<file path="src/rtl/ir_seq_gen_if.sv">
// Handshake and sensor-output bundle for the IR beam-break sequence emulator.
// master = stimulus side (self-test controller), slave = the emulator.
interface ir_seq_gen_if;
  logic start;
  logic dir_in;
  logic abort;
  logic busy;
  logic done;
  logic IR1;
  logic IR2;
  logic IR3;

  modport master (
    output start, dir_in, abort,
    input  busy, done, IR1, IR2, IR3
  );

  modport slave (
    input  start, dir_in, abort,
    output busy, done, IR1, IR2, IR3
  );
endinterface

</file>
<file path="src/rtl/ir_seq_gen.sv">
// IR beam-break emulator: on start, drives three staggered active-low pulses on
// IR1..IR3 (forward or reverse order) so the direction detector can be self-tested.
module ir_seq_gen #(
  parameter int PULSE_W = 13,
  parameter int LEAD    = 1,
  parameter int GAP1    = 3,
  parameter int GAP2    = 4,
  parameter int CW      = 8
) (
  input logic          CLK,
  input logic          RSTn,
  ir_seq_gen_if.slave  bus
);

  localparam int END_N = LEAD + GAP1 + GAP2 + PULSE_W;

  localparam logic [CW-1:0] F1_C   = CW'(LEAD);
  localparam logic [CW-1:0] F2_C   = CW'(LEAD + GAP1);
  localparam logic [CW-1:0] F3_C   = CW'(LEAD + GAP1 + GAP2);
  localparam logic [CW-1:0] E1_C   = CW'(LEAD + PULSE_W);
  localparam logic [CW-1:0] E2_C   = CW'(LEAD + GAP1 + PULSE_W);
  localparam logic [CW-1:0] END_C  = CW'(END_N);
  localparam logic [CW-1:0] MAX_C  = {CW{1'b1}};

  localparam logic [0:0] S_IDLE = 1'b0;
  localparam logic [0:0] S_RUN  = 1'b1;

  // Catch parameter sets whose end offset cannot be represented in the timebase.
  if ((END_N > (2 ** CW) - 1) || (PULSE_W < 1) || (LEAD < 1) || (GAP1 < 1) || (GAP2 < 1))
  begin : g_bad_params
    $error("ir_seq_gen: illegal parameters (CW=%0d too small for end offset %0d, or zero gap/width)",
           CW, END_N);
  end

  logic [0:0]    state_q, state_d;
  logic [CW-1:0] cnt_q,   cnt_d;
  logic          dir_q,   dir_d;
  logic          busy_q,  busy_d;
  logic          done_q,  done_d;
  logic [2:0]    ir_q,    ir_d;     // bit0 = IR1, bit2 = IR3

  logic [CW-1:0] cnt_inc;
  logic          win1, win2, win3;

  // cnt_inc is the edge offset n that the upcoming edge represents.
  assign cnt_inc = (cnt_q == MAX_C) ? cnt_q : cnt_q + CW'(1);

  assign win1 = (cnt_inc >= F1_C) && (cnt_inc < E1_C);
  assign win2 = (cnt_inc >= F2_C) && (cnt_inc < E2_C);
  assign win3 = (cnt_inc >= F3_C) && (cnt_inc < END_C);

  always_comb begin
    // NOTE: every signal gets a default before the case so no path leaves it
    // unassigned; otherwise synthesis infers a latch.
    state_d = state_q;
    cnt_d   = cnt_q;
    dir_d   = dir_q;
    busy_d  = busy_q;
    done_d  = 1'b0;
    ir_d    = 3'b111;

    case (state_q)
      S_IDLE: begin
        // start wins over a simultaneous abort; abort alone is meaningless here.
        if (bus.start) begin
          state_d = S_RUN;
          cnt_d   = '0;
          dir_d   = bus.dir_in;
          busy_d  = 1'b1;
        end
      end

      S_RUN: begin
        if (bus.abort) begin
          state_d = S_IDLE;
          busy_d  = 1'b0;
        end else begin
          cnt_d = cnt_inc;
          if (cnt_inc == END_C) begin
            state_d = S_IDLE;
            busy_d  = 1'b0;
            done_d  = 1'b1;
          end else if (dir_q) begin
            ir_d = ~{win3, win2, win1};
          end else begin
            ir_d = ~{win1, win2, win3};
          end
        end
      end

      default: begin
        state_d = S_IDLE;
        busy_d  = 1'b0;
      end
    endcase
  end

  // NOTE: state registers use non-blocking assignments so every flop samples
  // the pre-edge values regardless of statement order.
  always_ff @(posedge CLK or negedge RSTn) begin
    if (!RSTn) begin
      state_q <= S_IDLE;
      cnt_q   <= '0;
      dir_q   <= 1'b1;
      busy_q  <= 1'b0;
      done_q  <= 1'b0;
      ir_q    <= 3'b111;
    end else begin
      state_q <= state_d;
      cnt_q   <= cnt_d;
      dir_q   <= dir_d;
      busy_q  <= busy_d;
      done_q  <= done_d;
      ir_q    <= ir_d;
    end
  end

  assign bus.busy = busy_q;
  assign bus.done = done_q;
  assign bus.IR1  = ir_q[0];
  assign bus.IR2  = ir_q[1];
  assign bus.IR3  = ir_q[2];

endmodule

</file>
<file path="src/flat_wrapper.sv">
// flat-port wrapper written by rule: the top's interface ports become plain ports
module ir_seq_gen_flat 
#(
  parameter int PULSE_W = 13,
  parameter int LEAD    = 1,
  parameter int GAP1    = 3,
  parameter int GAP2    = 4,
  parameter int CW      = 8
)
  (CLK, RSTn, bus_start, bus_dir_in, bus_abort, bus_busy, bus_done, bus_IR1, bus_IR2, bus_IR3);
  ir_seq_gen_if bus_i ();
  input logic CLK;
  input logic RSTn;
  input wire logic [$bits(bus_i.start)-1:0] bus_start;
  input wire logic [$bits(bus_i.dir_in)-1:0] bus_dir_in;
  input wire logic [$bits(bus_i.abort)-1:0] bus_abort;
  output wire logic [$bits(bus_i.busy)-1:0] bus_busy;
  output wire logic [$bits(bus_i.done)-1:0] bus_done;
  output wire logic [$bits(bus_i.IR1)-1:0] bus_IR1;
  output wire logic [$bits(bus_i.IR2)-1:0] bus_IR2;
  output wire logic [$bits(bus_i.IR3)-1:0] bus_IR3;
  assign bus_i.start = bus_start;
  assign bus_i.dir_in = bus_dir_in;
  assign bus_i.abort = bus_abort;
  assign bus_busy = bus_i.busy;
  assign bus_done = bus_i.done;
  assign bus_IR1 = bus_i.IR1;
  assign bus_IR2 = bus_i.IR2;
  assign bus_IR3 = bus_i.IR3;
  ir_seq_gen #(.PULSE_W(PULSE_W), .LEAD(LEAD), .GAP1(GAP1), .GAP2(GAP2), .CW(CW)) u_core (.CLK(CLK), .RSTn(RSTn), .bus(bus_i));
endmodule
</file>
<file path="config.mk">
export PLATFORM = sky130hd
export DESIGN_NAME = ir_seq_gen_flat
export DESIGN_NICKNAME = d
export VERILOG_FILES = /design/src/rtl/ir_seq_gen_if.sv /design/src/rtl/ir_seq_gen.sv /design/src/flat_wrapper.sv
export SDC_FILE = /design/constraint.sdc
export NUM_CORES = 1
export LEC_CHECK = 0
export CAP_MARGIN = 25
export CORE_ASPECT_RATIO = 1.2
export CORE_MARGIN = 1
export CORE_UTILIZATION = 49
export DETAILED_ROUTE_END_ITERATION = 12
export PLACE_DENSITY = 0.73
export SLEW_MARGIN = 20
export SYNTH_ARGS = -nofsm -noshare
export SYNTH_HDL_FRONTEND = slang
export SYNTH_SLANG_ARGS = --single-unit
export TNS_END_PERCENT = 1
</file>
<file path="constraint.sdc">
create_clock -name CLK -period 1.6 [get_ports CLK]
set_input_delay 0.32 -clock CLK [delete_from_list [all_inputs] [get_ports CLK]]
set_output_delay 0.32 -clock CLK [all_outputs]
set_load 0.005 [all_outputs]
</file>
==> results of run 1 <==
Yosys cell counts (all sizes together) (3+ instances only):
cell type | number | area share (%)
a21oi | 9 | 4.3
buf | 6 | 2.9
dfrtp | 11 | 26
dfstp | 4 | 10
inv | 5 | 1.8
nand2 | 6 | 2.1
nand2b | 5 | 3.0
nand3 | 4 | 2.4
nor2 | 11 | 3.9
nor2b | 3 | 2.5
nor3 | 8 | 3.8
o211ai | 3 | 2.1
or3 | 3 | 1.8
worst paths after layout:
path	from	to	slack (ns)	cells past startpoint
worst max-delay path	u_core.cnt_q[0]	u_core.ir_q[0]	-0.08	6
worst min-delay path	RSTn	u_core.cnt_q[1]	0.35	2
worst max register to register	u_core.cnt_q[0]	u_core.ir_q[0]	-0.08	6
worst min register to register	u_core.dir_q	u_core.dir_q	0.52	2
max in group asynchronous	RSTn	u_core.dir_q	1.00	2
min in group CLK	u_core.dir_q	u_core.dir_q	0.52	2
metal layers:
| layer | global-route usage [%] | share of wire (%) | wire length, um | vias to the layer above |
|---|---|---|---|---|
| met2 | 51.2 | 50 | 1570 | 55 |
| met3 | 4.14 | 5.8 | 182 | 14 |
| li1 | - | - | - | 529 |
| met4 | 24.2 | 3.9 | 124 | 0 |
| met1 | 33.7 | 41 | 1280 | 558 |
| met5 | 0 | 0 | 0 | - |
state kept, by name (all words and copies together) (netlist names):
register         count
u_core.bus.done      1
u_core.bus.busy      1
u_core.cnt_q         8
u_core.state_q       1
u_core.ir_q          3
u_core.dir_q         1
area by class of cell:
cell class                 instances  area (um2)  area share (%)
multi-input combinational         92         737            46.9
timing repair buffer              46         383            24.4
sequential                        15         382            24.3
tap                               19        23.8            1.51
clock buffer                       3        22.5            1.43
inverter                           5        18.8            1.19
clock inverter                     1        5.00           0.318
worst max-delay path: stages (launching register included):
cell       delay [ns]
dfrtp_1          0.44
buf_6            0.15
and3_4           0.19
a2111oi_4        0.37
o211ai_1         0.22
nor3_1           0.19
nor2_1           0.06
report_power, final:
part | switching [mW] | internal (mW) | total, mW | leakage, nW
clock network | 0.136 | 0.0931 | 0.229 | 0.0177
logic | 0.269 | 0.300 | 0.568 | 0.479
registers | 0.0454 | 0.431 | 0.476 | 0.187
placed cells by master (no fill, tap or decap), types with 4 or more instances in the layout:
cell type	Yosys	final
buf_4	0	32
nand2_1	6	5
dfstp_2	4	4
nor3_1	8	6
dfrtp_1	11	10
buf_6	0	5
nor2_1	11	9
nand2b_1	5	5
inv_1	5	5
a21oi_1	9	6
clkdlybuf4s50_1	0	6
repair_timing:
| action | in CTS | in global routing |
|---|---|---|
| gates resized for setup | 23 | 9 |
| pin swaps | 20 | 2 |
| endpoints found under the setup margin | 12 | 9 |
| hold buffers | 0 | 0 |
| setup buffers | 3 | 0 |
cells by family after synthesis:
logic type,Yosys count,synth area share [%]
xor+xnor,4,3.34
compound gates,32,22.6
flops,15,36.3
simple gates,53,29.2
mux,2,1.91
buf+inv,13,5.49
fa+ha+maj,1,1.19
==> flow_metrics.tcl, run 1 <==
set metrics [dict create \
    outcome "complete, but fails checks" \
    violations "DRC, setup timing" \
    totalPowerFinal_mw 1.27 \
    synth_nets 126 \
    arrival_ns 1.91 \
    dp_cells 174 \
    port_buffers 9 \
    clk_latency_ns 0.30 \
    die_w_um 44.2 \
    cts_tree "built" \
    ys.warnings.count 0 \
    num_rows 17 \
    grt.overflow.total 0 \
    firstDrtPassIters 8 \
    antenna_cells 0 \
    finalCritPeriodShare_pct 105 \
    clkTransAtPathRegs_ns 0.10 \
    ir_drop_v 0.000841 \
    synth.distinct_cells 47 \
    avgRoutedWirePerCell_um 17.4 \
    grt_pass1_wl_mm 5.11 \
    avgSynthCellArea_um2 8.74 \
    vias 1156 \
    endpoint_kind "flop" \
    ios 10 \
    relSlewSlack_pct 76.9 \
    synthArstFlopShare_pct 100 \
    stdcell_area_um2 1570 \
    drive_gt1_share_pct 41.4 \
    vias_per_cell 6.39 \
    route.detailed.drc 2 \
    grt_util_all_layers_pct 30.5 \
    initial_core_util_pct 54.8 \
    rsz0062_at_grt "yes" \
    worst_setup_path_start_kind "flop" \
    grt_pass1_vias 1192 \
    die_area_um2 2330 \
    cts_max_level 1 \
    numCtsBuffers 3 \
    ant_nets 0 \
    syn_area_um2 1050 \
    final_util_pct 82.1 \
    die_h_um 52.7 \
    drt_iter0_markers 28 \
    ys_seq_elements 15 \
    antenna_found_initial 0 \
    synth-edff-count 0 \
    hold_violations 0 \
    ys_seq_area_share_pct 36.3 \
    fin_cells 181 \
    setup_viol 6 \
    required_ns 1.84 \
    synth_ff_type "dfrtp_1" \
    fin_nets 169 \
    synthToLayoutAreaGrowth_pct 49.9 \
    fin_tns_setup_ns -0.205 \
    cap_viol_max_count 0 \
    place_area_um2 1390 \
    leakagePower_nw 0.684 \
    cts.sinks 15 \
    cp_max_fo 3 \
    pre_cts_ws_ns -0.194 \
    place_hpwl_mm 2.11 \
    holdWs_ns 0.354 \
    period_minus_slack_ns 1.68 \
    grt_max_degree 16 \
    tightest_slew_ns 0.346 \
    finalWirelength_mm 3.15 \
    core_area_um2 1910 \
    timing.final.ws_setup_ns -0.0773 \
    worstSetupPathType "flop to flop" \
    slew_viol_final 0 \
    powerDensity_nw_per_um2 811 \
    fmax_ghz 0.596 \
    hold_path.class "input port to asynchronous set/reset pin" \
    finClkSkew_ns 0.00772 \
    cts_buffer_depth 2 \
    fillers 106 \
    cts_root_buf "clkbuf_4" \
    syn_inst 120 \
    gp_congestion 0.884 \
]
(Power assumes the default switching activity.)
==> run 2, diff against run 1 <==
CORE_UTILIZATION = 50   (was 49)
CTS_BUF_LIST = sky130_fd_sc_hd__clkbuf_8 sky130_fd_sc_hd__clkbuf_16   (was not set)
PLACE_DENSITY = 0.74   (was 0.73)
==> run 2 against run 1 <==
Net effect:
- the flow still finishes with violations (DRC, setup timing)
- sequential cell count stayed put
- wire length is 3.1% higher
- power is 10% higher
- final area is 3.6% higher
- worst hold slack better by 0.045 ns
- first-iteration DRC count is 54% higher
- global-route usage is 0.19 points lower
- setup slack worse by 0.034 ns
- sequential share of layout area is 0.92 points lower
- sequential power is 1% lower
- die area is 1.9% lower
==> flow_metrics.tcl, run 2 (synthesized netlist as in run 1, its figures left out) <==
set metrics [dict create \
    final_util_pct 85.0 \
    numCtsBuffers 3 \
    finClkSkew_ns 0.00324 \
    antenna_found_initial 0 \
    grt_pass1_vias 1152 \
    outcome "complete, but fails checks" \
    ir_drop_v 0.00102 \
    arrival_ns 1.83 \
    die_w_um 43.8 \
    timing.final.ws_setup_ns -0.111 \
    crit_slowest_cell "dfrtp_1" \
    critical-path-top-delay-family "simple AND/OR/NAND/NOR gates" \
    ios 10 \
    place_area_um2 1410 \
    gp_congestion 0.889 \
    worst_setup_path_start_kind "flop" \
    clkTransAtPathRegs_ns 0.07 \
    fmax_ghz 0.584 \
    drive_gt1_share_pct 43.6 \
    powerDensity_nw_per_um2 861 \
    vias 1182 \
    grt_util_all_layers_pct 30.3 \
    slew_viol_final 0 \
    layout_commonest_cell "buf_4" \
    endpoint_kind "flop" \
    cp_cell_sequence "buf_12 -> buf_4 -> nor4b_2 -> nand2_1 -> nor2_2 -> o21ai_0" \
    grt_max_degree 16 \
    fin_tns_setup_ns -0.450 \
    cts_tree "built" \
    top_regs "u_core.cnt_q: 8 flops, u_core.ir_q: 3 flops" \
    route.detailed.drc 1 \
    clk_latency_ns 0.25 \
    startpoint "u_core.cnt_q[3]" \
    drt_iter0_markers 43 \
    grt_pass1_wl_mm 5.04 \
    cts_max_level 1 \
    core_area_um2 1910 \
    finalCritPeriodShare_pct 107 \
    regMostFlops "u_core.cnt_q" \
    initial_core_util_pct 54.8 \
    rrSetupSlack_ns -0.11 \
    layout_common_cells "buf_4, dfrtp_1, nor2_1" \
    leakagePower_nw 0.718 \
    cts_root_buf "clkbuf_8" \
    antenna_cells 0 \
    hold_path.class "input port to asynchronous set/reset pin" \
    setup_viol 5 \
    synthToLayoutAreaGrowth_pct 55.3 \
    fin_nets 170 \
    stdcell_area_um2 1630 \
    ctsHoldBuffers 0 \
    period_minus_slack_ns 1.71 \
    ant_nets 0 \
    max_stage_delay_ns 0.43 \
    crit_path_end "u_core.state_q" \
    violations "DRC, setup timing" \
    pre_cts_ws_ns -0.163 \
    die_h_um 52.2 \
    cp_max_fo 8 \
    cts_buffer_depth 2 \
    largest_register_ffs 8 \
    r2r_start "u_core.cnt_q[3]" \
    num_rows 17 \
    r2r-end "u_core.state_q" \
    cap_viol_max_count 0 \
    finalWirelength_mm 3.25 \
    worstSetupPathType "flop to flop" \
    relSlewSlack_pct 70.3 \
    avgRoutedWirePerCell_um 17.8 \
    path_buf_inv 2 \
    cts.sinks 15 \
    required_ns 1.72 \
    tightest_slew_ns 0.442 \
    die_area_um2 2290 \
    port_buffers 9 \
    cp_num_cells 6 \
    firstDrtPassIters 8 \
    hold_violations 0 \
    reg2reg_depth 6 \
    place_hpwl_mm 2.16 \
    grt.overflow.total 0 \
    vias_per_cell 6.49 \
    rsz0062_at_grt "yes" \
]
-- run 2: cell types whose count changed in the layout (fill, tap and decap cells not counted), sizes merged --
cell | before | now
dlymetal6s2s | 0 | 1
dlygate4sd2 | 3 | 0
clkdlybuf4s50 | 6 | 8
buf | 37 | 38
-- run 2: worst min path at each step --
stage	endpoint	depth (start not counted)	start	slack, ns
2_1_floorplan	u_core.bus.busy	0	RSTn	0.02
3_3_place_gp	u_core.dir_q	2	u_core.dir_q	0.52
3_5_place_dp	u_core.dir_q	2	u_core.dir_q	0.55
4_1_cts	u_core.cnt_q[0]	2	RSTn	0.40
5_1_grt	u_core.cnt_q[0]	2	RSTn	0.43
6_report	u_core.cnt_q[0]	2	RSTn	0.40
-- run 2: layout make-up --
class	instances	area (um2)
Clock buffer	3	41.3
Clock inverter	1	5.00
Fill cell	108	287
Inverter	5	18.8
Multi-Input combinational cell	92	757
Sequential cell	15	380
Tap cell	19	23.8
Timing Repair Buffer	47	402
-- run 2: worst register-to-register path, stage by stage (launching register included) --
cell,delay [ns]
dfrtp_1,0.43
buf_12,0.16
buf_4,0.14
nor4b_2,0.39
nand2_1,0.16
nor2_2,0.20
o21ai_0,0.10
-- run 2: where the power goes --
part | switching (mW) | internal (mW) | leakage, nW | total [mW]
combinational | 0.290 | 0.325 | 0.504 | 0.614
sequential | 0.0385 | 0.432 | 0.189 | 0.470
clock | 0.144 | 0.172 | 0.0255 | 0.317
-- run 2: per-layer routing --
layer | up-vias | wire [um] | GRT usage (%)
met3 | 15 | 220 | 6.94
met5 | - | 0 | 0
met1 | 564 | 1300 | 34.2
met2 | 69 | 1620 | 52.5
met4 | 0 | 108 | 15.1
li1 | 534 | - | -
-- run 2: timing repair --
item / in CTS / in global routing
gates resized for setup: 16 / 14
pin swaps: 12 / 7
setup buffers: 0 / 3
setup endpoints to repair: 9 / 9
-- run 2: metrics by stage --
stage / total power, mW / instances / hold WS [ns]
after global placement: 0.932 / 175 / 0.522
final: 1.40 / 182 / 0.399
after floorplan: 0.714 / 120 / 0.0244
after detailed placement: 0.950 / 175 / 0.546
after global routing: 1.48 / 182 / 0.431
after CTS: 1.33 / 179 / 0.398
